### src/rtl/time_set_ctrl.sv
// time_set_ctrl: pushbutton time-entry controller that edits and commits hour/min/sec to the 12-hour clock core.
// Optional macro AUTOREPEAT_EN adds hold-to-repeat on UP/DOWN while editing.
module time_set_ctrl #(
    parameter int TICK_DIV      = 100000,
    parameter int DEBOUNCE_MS   = 20,
    parameter int TIMEOUT_MS    = 10000
`ifdef AUTOREPEAT_EN
    ,
    parameter int REPEAT_DLY_MS = 500,
    parameter int REPEAT_MS     = 100
`endif
) (
    input  logic       clk_i,
    input  logic       reset_i,
    input  logic       btn_mode_i,
    input  logic       btn_up_i,
    input  logic       btn_down_i,
    input  logic [4:0] cur_hour_i,
    input  logic [5:0] cur_min_i,
    input  logic [5:0] cur_sec_i,
    output logic [4:0] hour_set_o,
    output logic [5:0] min_set_o,
    output logic [5:0] sec_set_o,
    output logic       timeset_o,
    output logic       editing_o,
    output logic [1:0] field_o
);

    localparam int TICK_W = (TICK_DIV > 1) ? $clog2(TICK_DIV) : 1;
    localparam int DB_W   = $clog2(DEBOUNCE_MS + 1);
    localparam int TO_W   = $clog2(TIMEOUT_MS + 1);

    typedef enum logic [2:0] {
        ST_IDLE     = 3'd0,
        ST_EDIT_HR  = 3'd1,
        ST_EDIT_MIN = 3'd2,
        ST_EDIT_SEC = 3'd3,
        ST_COMMIT   = 3'd4
    } state_t;

    state_t            state_r, next_state_s;
    logic [TICK_W-1:0] tick_cnt_r;
    logic              tick_s;
    logic [2:0]        btn_raw_s, sync1_r, sync2_r;
    logic [2:0]        db_level_r, db_level_d_r, press_s;
    logic [DB_W-1:0]   db_cnt_r [3];
    logic [TO_W-1:0]   to_cnt_r;
    logic              editing_s, mode_ev_s, step_up_s, step_dn_s, any_press_s;
    logic              rpt_step_s, timeout_s;
    logic [4:0]        hour_nx_s;
    logic [5:0]        min_nx_s, sec_nx_s;

    function automatic logic [4:0] hr_inc(input logic [4:0] h);
        if ((h >= 5'd12) || (h == 5'd0)) hr_inc = 5'd1;
        else                             hr_inc = h + 5'd1;
    endfunction

    function automatic logic [4:0] hr_dec(input logic [4:0] h);
        if ((h <= 5'd1) || (h > 5'd12)) hr_dec = 5'd12;
        else                            hr_dec = h - 5'd1;
    endfunction

    function automatic logic [4:0] hr_load(input logic [4:0] h);
        if ((h == 5'd0) || (h > 5'd12)) hr_load = 5'd12;
        else                            hr_load = h;
    endfunction

    function automatic logic [5:0] sx_inc(input logic [5:0] v);
        if (v >= 6'd59) sx_inc = 6'd0;
        else            sx_inc = v + 6'd1;
    endfunction

    function automatic logic [5:0] sx_dec(input logic [5:0] v);
        if ((v == 6'd0) || (v > 6'd59)) sx_dec = 6'd59;
        else                            sx_dec = v - 6'd1;
    endfunction

    function automatic logic [5:0] sx_load(input logic [5:0] v);
        if (v > 6'd59) sx_load = 6'd59;
        else           sx_load = v;
    endfunction

    function automatic logic [1:0] field_of(input state_t st);
        case (st)
            ST_EDIT_HR:  field_of = 2'd1;
            ST_EDIT_MIN: field_of = 2'd2;
            ST_EDIT_SEC: field_of = 2'd3;
            default:     field_of = 2'd0;
        endcase
    endfunction

    assign btn_raw_s = {btn_down_i, btn_up_i, btn_mode_i};
    assign tick_s    = (tick_cnt_r == TICK_W'(TICK_DIV - 1));
    assign editing_s = (state_r == ST_EDIT_HR) || (state_r == ST_EDIT_MIN) || (state_r == ST_EDIT_SEC);

    // 1 ms tick prescaler
    always_ff @(posedge clk_i or posedge reset_i) begin
        if (reset_i)     tick_cnt_r <= '0;
        else if (tick_s) tick_cnt_r <= '0;
        else             tick_cnt_r <= tick_cnt_r + TICK_W'(1);
    end

    // Two-flop synchronizers for the raw buttons
    always_ff @(posedge clk_i or posedge reset_i) begin
        if (reset_i) begin
            sync1_r <= 3'b000;
            sync2_r <= 3'b000;
        end else begin
            sync1_r <= btn_raw_s;
            sync2_r <= sync1_r;
        end
    end

    // Debounce: any cycle agreeing with the accepted level restarts the stability count
    always_ff @(posedge clk_i or posedge reset_i) begin
        if (reset_i) begin
            db_level_r   <= 3'b000;
            db_level_d_r <= 3'b000;
            for (int i = 0; i < 3; i++) db_cnt_r[i] <= '0;
        end else begin
            db_level_d_r <= db_level_r;
            for (int i = 0; i < 3; i++) begin
                if (sync2_r[i] == db_level_r[i]) begin
                    db_cnt_r[i] <= '0;
                end else if (tick_s) begin
                    if (db_cnt_r[i] == DB_W'(DEBOUNCE_MS - 1)) begin
                        db_level_r[i] <= sync2_r[i];
                        db_cnt_r[i]   <= '0;
                    end else begin
                        db_cnt_r[i] <= db_cnt_r[i] + DB_W'(1);
                    end
                end
            end
        end
    end

    assign press_s     = db_level_r & ~db_level_d_r;
    assign any_press_s = |press_s;
    assign mode_ev_s   = press_s[0];

`ifdef AUTOREPEAT_EN
    localparam int RPT_MAX = (REPEAT_DLY_MS > REPEAT_MS) ? REPEAT_DLY_MS : REPEAT_MS;
    localparam int RPT_W   = $clog2(RPT_MAX + 1);

    logic [RPT_W-1:0] rpt_cnt_r;
    logic             rpt_armed_r, rpt_hold_s;

    assign rpt_hold_s = editing_s & (db_level_r[1] ^ db_level_r[2]);
    assign rpt_step_s = rpt_hold_s & tick_s & ~(|press_s[2:1]) &
                        (rpt_armed_r ? (rpt_cnt_r == RPT_W'(REPEAT_MS - 1))
                                     : (rpt_cnt_r == RPT_W'(REPEAT_DLY_MS - 1)));

    // Hold timer: initial delay first, then the repeat period
    always_ff @(posedge clk_i or posedge reset_i) begin
        if (reset_i) begin
            rpt_cnt_r   <= '0;
            rpt_armed_r <= 1'b0;
        end else if (!rpt_hold_s || (|press_s[2:1])) begin
            rpt_cnt_r   <= '0;
            rpt_armed_r <= 1'b0;
        end else if (tick_s) begin
            if (rpt_step_s) begin
                rpt_cnt_r   <= '0;
                rpt_armed_r <= 1'b1;
            end else begin
                rpt_cnt_r <= rpt_cnt_r + RPT_W'(1);
            end
        end
    end
`else
    assign rpt_step_s = 1'b0;
`endif

    // MODE pre-empts any step in the same cycle; simultaneous UP+DOWN cancel
    assign step_up_s = ~mode_ev_s & ((press_s[1] & ~press_s[2]) | (rpt_step_s & db_level_r[1]));
    assign step_dn_s = ~mode_ev_s & ((press_s[2] & ~press_s[1]) | (rpt_step_s & db_level_r[2]));
    assign timeout_s = editing_s & tick_s & ~any_press_s & ~rpt_step_s &
                       (to_cnt_r == TO_W'(TIMEOUT_MS - 1));

    // Edit inactivity timer, restarted by every accepted press or repeat step
    always_ff @(posedge clk_i or posedge reset_i) begin
        if (reset_i)                                   to_cnt_r <= '0;
        else if (!editing_s || any_press_s || rpt_step_s) to_cnt_r <= '0;
        else if (tick_s)                               to_cnt_r <= to_cnt_r + TO_W'(1);
    end

    // Next-state logic
    always_comb begin
        next_state_s = state_r;
        case (state_r)
            ST_IDLE: begin
                if (mode_ev_s) next_state_s = ST_EDIT_HR;
                else           next_state_s = ST_IDLE;
            end
            ST_EDIT_HR: begin
                if (mode_ev_s)      next_state_s = ST_EDIT_MIN;
                else if (timeout_s) next_state_s = ST_IDLE;
                else                next_state_s = ST_EDIT_HR;
            end
            ST_EDIT_MIN: begin
                if (mode_ev_s)      next_state_s = ST_EDIT_SEC;
                else if (timeout_s) next_state_s = ST_IDLE;
                else                next_state_s = ST_EDIT_MIN;
            end
            ST_EDIT_SEC: begin
                if (mode_ev_s)      next_state_s = ST_COMMIT;
                else if (timeout_s) next_state_s = ST_IDLE;
                else                next_state_s = ST_EDIT_SEC;
            end
            ST_COMMIT: next_state_s = ST_IDLE;
            default:   next_state_s = ST_IDLE;
        endcase
    end

    // Shadow register next values: capture on entry, step the active field otherwise
    always_comb begin
        hour_nx_s = hour_set_o;
        min_nx_s  = min_set_o;
        sec_nx_s  = sec_set_o;
        if ((state_r == ST_IDLE) && mode_ev_s) begin
            hour_nx_s = hr_load(cur_hour_i);
            min_nx_s  = sx_load(cur_min_i);
            sec_nx_s  = sx_load(cur_sec_i);
        end else if (step_up_s || step_dn_s) begin
            case (state_r)
                ST_EDIT_HR:  hour_nx_s = step_up_s ? hr_inc(hour_set_o) : hr_dec(hour_set_o);
                ST_EDIT_MIN: min_nx_s  = step_up_s ? sx_inc(min_set_o)  : sx_dec(min_set_o);
                ST_EDIT_SEC: sec_nx_s  = step_up_s ? sx_inc(sec_set_o)  : sx_dec(sec_set_o);
                default: begin
                    hour_nx_s = hour_set_o;
                    min_nx_s  = min_set_o;
                    sec_nx_s  = sec_set_o;
                end
            endcase
        end else begin
            hour_nx_s = hour_set_o;
            min_nx_s  = min_set_o;
            sec_nx_s  = sec_set_o;
        end
    end

    // State, shadows and registered status outputs
    always_ff @(posedge clk_i or posedge reset_i) begin
        if (reset_i) begin
            state_r    <= ST_IDLE;
            hour_set_o <= 5'd12;
            min_set_o  <= 6'd0;
            sec_set_o  <= 6'd0;
            timeset_o  <= 1'b0;
            editing_o  <= 1'b0;
            field_o    <= 2'd0;
        end else begin
            state_r    <= next_state_s;
            hour_set_o <= hour_nx_s;
            min_set_o  <= min_nx_s;
            sec_set_o  <= sec_nx_s;
            timeset_o  <= (next_state_s == ST_COMMIT);
            editing_o  <= (field_of(next_state_s) != 2'd0);
            field_o    <= field_of(next_state_s);
        end
    end

endmodule

### config.mk
export PLATFORM = sky130hd
export DESIGN_NAME = time_set_ctrl
export DESIGN_NICKNAME = d
export VERILOG_FILES = /design/src/rtl/time_set_ctrl.sv
export SDC_FILE = /design/constraint.sdc
export NUM_CORES = 1
export LEC_CHECK = 0
export ABC_AREA = 0
export CORE_MARGIN = 2
export CORE_UTILIZATION = 35
export DETAILED_ROUTE_END_ITERATION = 12
export GPL_ROUTABILITY_DRIVEN = 0
export MAX_ROUTING_LAYER = met4
export SYNTH_ARGS = -nofsm -noshare
export SYNTH_HDL_FRONTEND = slang
export SYNTH_SLANG_ARGS = --single-unit
export TNS_END_PERCENT = 10
### constraint.sdc
create_clock -name clk_i -period 3.7 [get_ports clk_i]
set_clock_uncertainty 0.05 [all_clocks]
set_input_delay 1.11 -clock clk_i [delete_from_list [all_inputs] [get_ports clk_i]]
set_output_delay 1.11 -clock clk_i [all_outputs]
set_load 0.05 [all_outputs]
Yosys cells after proc, flatten, opt, wreduce, memory -nomap -nowiden
Cells that the tools add are included.
{ "classes": {"mul": 0, "order_cmp": 10, "bitwise": 16, "eq_ne": 15, "n_mux": 42, "div": 0, "add_sub_neg": 11, "reduce_logical": 32, "n_shift": 0} }
{ "ops": {"columns": ["cell", "n"], "rows": [
  ["2-to-1 mux 6 bit", 14],
  ["2-to-1 mux 5 bit", 16],
  ["2-to-1 mux 14 bit", 2],
  ["> comparator 6 bit (second input constant)", 4],
  ["adder 5 x 1 -> 5 bit (second input constant)", 4],
  ["nonzero test 2 bit", 9],
  ["adder 17 x 1 -> 17 bit (second input constant)", 1],
  ["== test 17 bit (second input constant)", 1],
  ["2-to-1 mux 17 bit", 1],
  ["== test 5 bit (second input constant)", 3],
  ["adder 14 x 1 -> 14 bit (second input constant)", 1],
  ["== test 14 bit (second input constant)", 1],
  ["adder 6 x 1 -> 6 bit (second input constant)", 2],
  ["== test 3 x 2 -> 1 bit (second input constant)", 4],
  [">= comparator 6 bit (second input constant)", 2],
  ["zero test 6 bit", 2],
  ["case mux 3 bit (4 select lines)", 1],
  ["subtractor 6 x 1 -> 6 bit (second input constant)", 2],
  ["> comparator 5 x 4 -> 1 bit (second input constant)", 2],
  ["zero test 5 bit", 2],
  ["logical OR 1 bit", 9],
  ["AND reduction 3 bit", 3],
  ["2-to-1 mux 2 bit", 4],
  ["bitwise AND 1 bit", 7],
  ["other kinds (17)", 29]
]} }
{ "word_totals": {"ram_bits": 0, "out_inout_bits": 21, "register_bits": 82, "memories": 0, "word_cells": 144, "mem_bits_ro": 0, "in_bits": 22, "latch_bits": 0} }

Depth between registers and ports, before layout
Gate-level depths: netlist (run 1).
{ "logic_depth": {"ltp_word": 12, "ltp_mapped": 7} }

Least setup slack after synthesis (run 1)
No wires, ideal clock.
{ "synth_path": {"path_kind": "register to register", "from": "register hour_set_o[1]", "to": "register hour_set_o[0]", "period_less_slack_ns": 2.174, "arrival_ns": 2.042, "required_time_ns": 3.568, "setup_time_ns": 0.082, "setup_slack_ns": 1.526, "stages_incl_launch_ff": 8, "cell_sequence": "dfrtp_1 > inv_1 > ha_1 > o21bai_1 > a221oi_1 > o21ai_1 > or2_0 > a31oi_1"} }
{ "synth_between": {"elab_chain_len": 7} }
{ "synth_rtl": {"columns": ["element", "line", "source"], "rows": [
  ["start, declared", "21", "output logic [4:0] hour_set_o,"],
  ["start signal, assigned", "254", "hour_set_o <= hour_nx_s;"],
  ["less-or-equal comparator 5 x 1 -> 1 bit, or another cell as far along", "59", "if ((h <= 5'd1) || (h > 5'd12)) hr_dec = 5'd12;"],
  ["logical OR 1 bit, on equally long branches", "59, 54", null],
  ["2-to-1 mux 5 bit, on equally long branches", "59, 54", null],
  ["2-to-1 mux 5 bit *", "226", "ST_EDIT_HR: hour_nx_s = step_up_s ? hr_inc(hour_set_o) : hr_dec(hour_set_o);"],
  ["2-to-1 mux 5 bit *", "225", "case (state_r)"],
  ["2-to-1 mux 5 bit *", "224", "end else if (step_up_s || step_dn_s) begin"],
  ["2-to-1 mux 5 bit *", "220", "if ((state_r == ST_IDLE) && mode_ev_s) begin"]
]} }
Every way passes the cells marked *; elsewhere a longest branch is shown, timed or not. The select of a mux whose other input is x is not followed.
A chain may end at the register's enable or synchronous reset.

Worst setup path after layout (run 1)
{ "layout_path": {"from": "register min_set_o[2]", "to": "output port min_set_o[2]"} }
{ "layout_rtl": {"columns": ["element", "line", "source"], "rows": [
  ["start, declared", "22", "output logic [5:0] min_set_o,"],
  ["start signal, assigned", "255", "min_set_o <= min_nx_s;"]
]} }
No word-level cell between the ends.

==> flow_metrics.py, run 1 <==
metrics = {
    "detailed_routing": {
        "drtAntennaViolNets": 0,
        "dr_total_vias": 4013,
        "routedWlPerCell_um": 15.4,
        "first_pass_iters": 5,
        "drcViolationCount": 0,
        "drt_iter0_markers": 305,
        "routed_wirelength_um": 11200,
        "vias_per_cell": 5.54,
    },
    "min_path": {
        "min_delay_path_depth": 0,
        "hold_path.class": "reg2reg",
    },
    "power": {
        "switchingPower_w": 0.000436,
        "seqPwrFrac_pct": 45.6,
        "power_density_nw_per_um2": 347,
        "comb_power_share_pct": 4.2,
        "peakVddDrop_uv": 287,
        "p_int_w": 0.00156,
        "pwr-share-clk_pct": 50.3,
        "leakage_nw": 2.27,
        "p_total_w": 0.00199,
        "p_sw_share_pct": 21.9,
    },
    "yosys": {
        "synth-xor-area-share_pct": 6.77,
        "synthesis.nets": 539,
        "synth_simple_gate_area_share_pct": 25.7,
        "synth_edf_count": 0,
        "syn_avg_cell_area_um2": 9.54,
        "yosys_warnings": 0,
        "async_reset_ff_share_pct": 100,
        "synth_area_um2": 4790,
        "synth_fa_ha_area_share_pct": 3.92,
        "synth_cell_types": 70,
        "ys.flop_type": "dfrtp_1",
        "synth_top_family_by_area": "simple AND/OR/NAND/NOR gates",
        "synth_compound_area_share_pct": 15.1,
        "ys_seq_area_share_pct": 42.9,
        "synth_cells": 502,
        "ys_ff_latch": 82,
        "muxShareOfSynthArea_pct": 2.33,
    },
    "grt": {
        "grt_pass1_wl_um": 18900,
        "grt_pass1_vias": 3857,
        "antenna_found_initial": 0,
        "grt_max_degree": 48,
        "grt-busiest-layer": "met2",
        "gr-usage-met2_pct": 25.8,
        "grt_use_met3_pct": 4.32,
        "grt_overflow_total": 0,
        "grt_usage_pct": 16.5,
        "met1_usage_pct": 21.2,
    },
    "worst_setup_path": {
        "cp.depth": 1,
        "cp-end-kind": "output pin",
        "cp_slowest_cell": "clkdlybuf4s50_1",
        "cp_cell_sequence": "clkdlybuf4s50_1",
        "cp.arrival_ns": 1.76,
        "critPathMaxStageDelay_ns": 0.87,
        "path_buf_inv": 1,
        "worst-path-max-fanout": 11,
        "crit_family": "buffers and inverters",
        "reg2reg_depth": 5,
        "cp-start-kind": "flip-flop",
        "worstPathRequired_ns": 2.54,
        "path_class": "reg2out",
    },
    "final_layout": {
        "num_antenna_cells": 0,
        "final_cell_mix": "80 x dfrtp_1, 42 x clkdlybuf4s50_1, 38 x nor2_1",
        "num-fill-cells": 1260,
        "layout-drive-gt1-share_pct": 8.94,
        "final_common_cell": "dfrtp_1",
        "synthToLayoutAreaGrowth_pct": 19.8,
        "fin_nets": 580,
    },
    "place": {
        "numPortBuffers": 42,
        "hpwl_um": 7850,
    },
    "clock_network": {
        "cts_tree": "built",
        "clkTransAtPathRegs_ns": 0.06,
        "cts_hold_buffers": 0,
        "cts-resized-gates": 0,
        "worstSkewPairLatency_ns": 0.34,
        "cts_buffers": 9,
        "post_cts_buffers": 0,
        "cts_root_buffer": "clkbuf_16",
        "cts_max_level": 3,
        "clockBufferDepth": 2,
        "clock-sinks": 82,
    },
    "timing": {
        "timing.fmax_mhz": 342,
        "rsz0062_at_grt": "false",
        "tightest_slew_ns": 1.08,
        "tns_ns": 0,
        "finalMaxSlewViolations": 0,
        "finalCriticalPeriod_ns": 2.92,
        "relSlewSlack_pct": 27.7,
        "min_period_over_period_pct": 79.0,
        "setup_viol": 0,
        "hold_violations": 0,
    },
    "floorplanning": {
        "start_util_pct": 36.0,
        "die_x_um": 121,
        "io_pins": 43,
        "rows": 42,
        "dieArea_um2": 14600,
        "coreArea_um2": 13300,
        "die_y_um": 121,
    },
    "run": {
        "drv_cap": 0,
    },
    "outcome": {
        "status": "completed",
    },
}
[sequential cells by signal (all words and copies together), names as in the netlist]
name / cells
db_level_d_r: 3
hour_set_o: 5
sync2_r: 3
db_level_r: 3
sec_set_o: 6
db_cnt_r: 15
tick_cnt_r: 17
sync1_r: 3
to_cnt_r: 14
editing_o: 1
min_set_o: 6
timeset_o: 1
field_o: 2
state_r: 3
[through the flow]
step | setup slack [ns] | utilization (%) | area, um2 | cells | hold WS (ns)
floorplan | 0.435 | - | 4790 | 502 | 0.281
global placement | 1.00 | 40.6 | 5400 | 708 | 0.284
detailed placement | 0.974 | 40.6 | 5400 | 708 | 0.286
CTS | 0.761 | 43.1 | 5740 | 724 | 0.302
global route | 0.737 | 43.1 | 5740 | 724 | 0.306
finish | 0.778 | 43.1 | 5740 | 724 | 0.301
[cell type report]
class / instances / area, um2 / area share, %
flip-flops and latches: 82 / 2050 / 35.8
clock buffers: 10 / 239 / 4.17
inverters: 23 / 87.6 / 1.53
multi-input cells: 381 / 2580 / 44.9
well taps: 176 / 220 / 3.84
repair buffers: 46 / 463 / 8.07
clock inverters: 6 / 96.3 / 1.68
[final timing paths]
| kind | from | end | slack (ns) |
|---|---|---|---|
| setup / recovery | min_set_o[2]$_DFFE_PP0P_ | min_set_o[2] | 0.78 |
| hold / removal | sync1_r[2]$_DFF_PP0_ | sync2_r[2]$_DFF_PP0_ | 0.30 |
| setup reg to reg | tick_cnt_r[5]$_DFF_PP0_ | db_cnt_r[7]$_DFFE_PP0P_ | 1.06 |
| hold reg to reg | sync1_r[2]$_DFF_PP0_ | sync2_r[2]$_DFF_PP0_ | 0.30 |
| max in group asynchronous | reset_i | hour_set_o[3]$_DFFE_PP1P_ | 1.78 |
| min in group asynchronous | reset_i | to_cnt_r[8]$_DFFE_PP0P_ | 1.10 |
[synth_stat cells, types with 5 or more instances]
master / n / area, um2
mux2_1: 5 / 56.3
xnor2_1: 25 / 219
dfrtp_1: 80 / 2000
a31oi_1: 10 / 62.6
nand4_1: 11 / 68.8
and4_1: 5 / 43.8
clkbuf_1: 12 / 45.0
nand2_1: 37 / 139
or3_1: 13 / 81.3
a21oi_1: 29 / 145
and2_1: 5 / 31.3
nand3_1: 27 / 135
nor3_1: 15 / 75.1
o21ai_0: 13 / 65.1
ha_1: 15 / 188
nor2_1: 38 / 143
nand2b_1: 7 / 43.8
nor4_1: 6 / 37.5
nor4_2: 5 / 62.6
nor2b_1: 6 / 37.5
and3_1: 6 / 37.5
nor3b_1: 6 / 45.0
o2bb2ai_1: 5 / 43.8
xor2_1: 12 / 105
inv_1: 23 / 86.3
[cell families after synthesis]
logic type / Yosys count
compound gates: 106
xor+xnor: 37
fa+ha+maj: 15
buf+inv: 39
flops: 82
mux: 10
simple gates: 213
[layer usage]
metal / part of all wire [%] / vias up
met5: 0 / -
met4: 0.83 / 0
met3: 5.0 / 11
met2: 47 / 104
met1: 47 / 1969
li1: - / 1929
[power groups by stage]
stage          Sequential, W  Clock, W  Combinational (W)
5_1_grt             0.000908   0.00107          0.0000922
3_5_place_dp        0.000924         0          0.0000842
2_1_floorplan       0.000930         0          0.0000346
3_3_place_gp        0.000924         0          0.0000826
4_1_cts             0.000907   0.00104          0.0000849
6_report            0.000908   0.00100          0.0000836
Note: power is estimated with default switching activity, not from simulation.
==> run 2, diff against run 1 <==
Clock period 3.7 ns to 2.4 ns, I/O delays scaled along.
==> flow_metrics.py, run 2 (synthesis gave the netlist of run 1 again) <==
metrics = {
    "detailed_routing": {
        "routedWlPerCell_um": 15.4,
        "drcViolationCount": 0,
        "routed_wirelength_um": 11300,
        "vias_per_cell": 5.47,
        "drtAntennaViolNets": 0,
        "first_pass_iters": 5,
        "drt_iter0_markers": 431,
        "dr_total_vias": 4023,
    },
    "timing": {
        "finalMaxSlewViolations": 0,
        "min_period_over_period_pct": 94.9,
        "tns_ns": 0,
        "setup_viol": 0,
        "finalCriticalPeriod_ns": 2.28,
        "relSlewSlack_pct": 57.5,
        "hold_violations": 0,
        "setup_ws_ns": 0.122,
        "rsz0062_at_grt": "false",
        "tightest_slew_ns": 0.637,
        "timing.fmax_mhz": 439,
    },
    "floorplanning": {
        "dieArea_um2": 14600,
        "die_y_um": 121,
        "start_util_pct": 36.0,
        "coreArea_um2": 13300,
        "io_pins": 43,
        "rows": 42,
        "die_x_um": 121,
    },
    "final_layout": {
        "largest_register_ffs": 17,
        "num_antenna_cells": 0,
        "final_common_cell": "dfrtp_1",
        "top_register": "tick_cnt_r",
        "reg_top3": "tick_cnt_r: 17 flops, db_cnt_r: 15 flops, to_cnt_r: 14 flops",
        "fin_nets": 592,
        "seqCellArea_um2": 2050,
        "multi_input_area_um2": 2580,
        "num-fill-cells": 1286,
        "final_util_pct": 43.8,
        "final_cell_mix": "80 x dfrtp_1, 38 x nor2_1, 37 x nand2_1",
        "layout-drive-gt1-share_pct": 13.4,
        "synthToLayoutAreaGrowth_pct": 21.5,
    },
    "grt": {
        "antenna_found_initial": 0,
        "grt_usage_pct": 16.6,
        "grt_pass1_vias": 3836,
        "grt_overflow_total": 0,
        "grt_max_degree": 27,
        "grt_pass1_wl_um": 19000,
    },
    "clock_network": {
        "cts_root_buffer": "clkbuf_16",
        "clkTransAtPathRegs_ns": 0.07,
        "clock-sinks": 82,
        "worstSkewPairLatency_ns": 0.35,
        "cts_hold_buffers": 0,
        "cts_max_level": 3,
        "clockBufferDepth": 2,
        "cts_tree": "built",
        "cts_buffers": 9,
    },
    "worst_setup_path": {
        "cp.arrival_ns": 2.47,
        "critPathMaxStageDelay_ns": 0.57,
        "cp_slowest_cell": "or4_4",
        "worstPathRequired_ns": 2.59,
        "path_buf_inv": 1,
        "crit_family": "simple AND/OR/NAND/NOR gates",
        "cp-start-kind": "flip-flop",
        "cp_cell_sequence": "or4_4, nor4_4, buf_12, nand3_1, mux2_2, o32ai_1",
        "cp-end-kind": "flip-flop",
        "path_class": "reg2reg",
        "worst-path-max-fanout": 24,
    },
    "run": {
        "drv_cap": 0,
    },
    "min_path": {
        "hold_path.class": "reg2reg",
    },
    "power": {
        "peakVddDrop_uv": 246,
        "leakage_nw": 2.35,
        "power_density_nw_per_um2": 518,
    },
    "outcome": {
        "status": "completed",
    },
    "place": {
        "numPortBuffers": 42,
        "preCtsSetupSlack_ns": 0.0734,
        "hpwl_um": 8140,
    },
}
run 2: cell count changes in the layout (fill, tap and decap cells not counted):
cell,before,now
buf_12,1,4
buf_4,3,26
clkbuf_8,1,0
clkdlybuf4s50_1,42,25
clkinv_4,1,0
clkinvlp_4,1,2
dlygate4sd2_1,0,2
dlymetal6s2s_1,0,1
inv_6,1,2
inv_8,1,0
or3_1,13,12
or3_4,0,1
run 2: stage by stage:
step / hold WS [ns] / std cells / cell area (um2) / total power, W
2_1_floorplan: 0.281 / 502 / 4790 / 0.00149
6_report: 0.299 / 735 / 5820 / 0.00302
3_3_place_gp: 0.284 / 720 / 5500 / 0.00156
5_1_grt: 0.308 / 735 / 5820 / 0.00313
4_1_cts: 0.301 / 735 / 5810 / 0.00306
3_5_place_dp: 0.286 / 720 / 5500 / 0.00156
run 2: metal layers:
| metal | GRT usage [%] | part of all wire, % |
|---|---|---|
| met5 | - | 0 |
| met4 | 6.03 | 2.0 |
| met3 | 3.24 | 4.5 |
| met2 | 25.9 | 47 |
| met1 | 21.6 | 47 |
run 2: worst paths after layout:
path	slack, ns	start	depth (start not counted)	endpoint
hold / removal	0.30	sync1_r[0]$_DFF_PP0_	0	sync2_r[0]$_DFF_PP0_
min in group asynchronous	0.73	reset_i	2	sec_set_o[2]$_DFFE_PP0P_
setup / recovery	0.12	tick_cnt_r[13]$_DFF_PP0_	6	db_cnt_r[4]$_DFFE_PP0P_
hold reg to reg	0.30	sync1_r[0]$_DFF_PP0_	0	sync2_r[0]$_DFF_PP0_
setup reg to reg	0.12	tick_cnt_r[13]$_DFF_PP0_	6	db_cnt_r[4]$_DFFE_PP0P_
max in group asynchronous	1.07	reset_i	3	db_cnt_r[13]$_DFFE_PP0P_
run 2: what timing repair did:
action                                  CTS  global route
gates resized for setup                   2             2
buffers inserted                          0             0
endpoints found under the setup margin    2             3
run 2: power by group:
group	switching, W	total [W]	internal, W
Combinational	0.0000734	0.000135	0.0000616
Clock	0.000570	0.00148	0.000910
Sequential	0.00000867	0.00140	0.00139
Total	0.000652	0.00302	0.00236
run 2: final cells by class:
type | count | share of cell area (%)
clock inverter | 6 | 1.55
tap | 176 | 3.79
timing repair buffer | 58 | 9.55
multi-input combinational | 381 | 44.4
inverter | 23 | 1.55
clock buffer | 9 | 3.87
sequential | 82 | 35.3
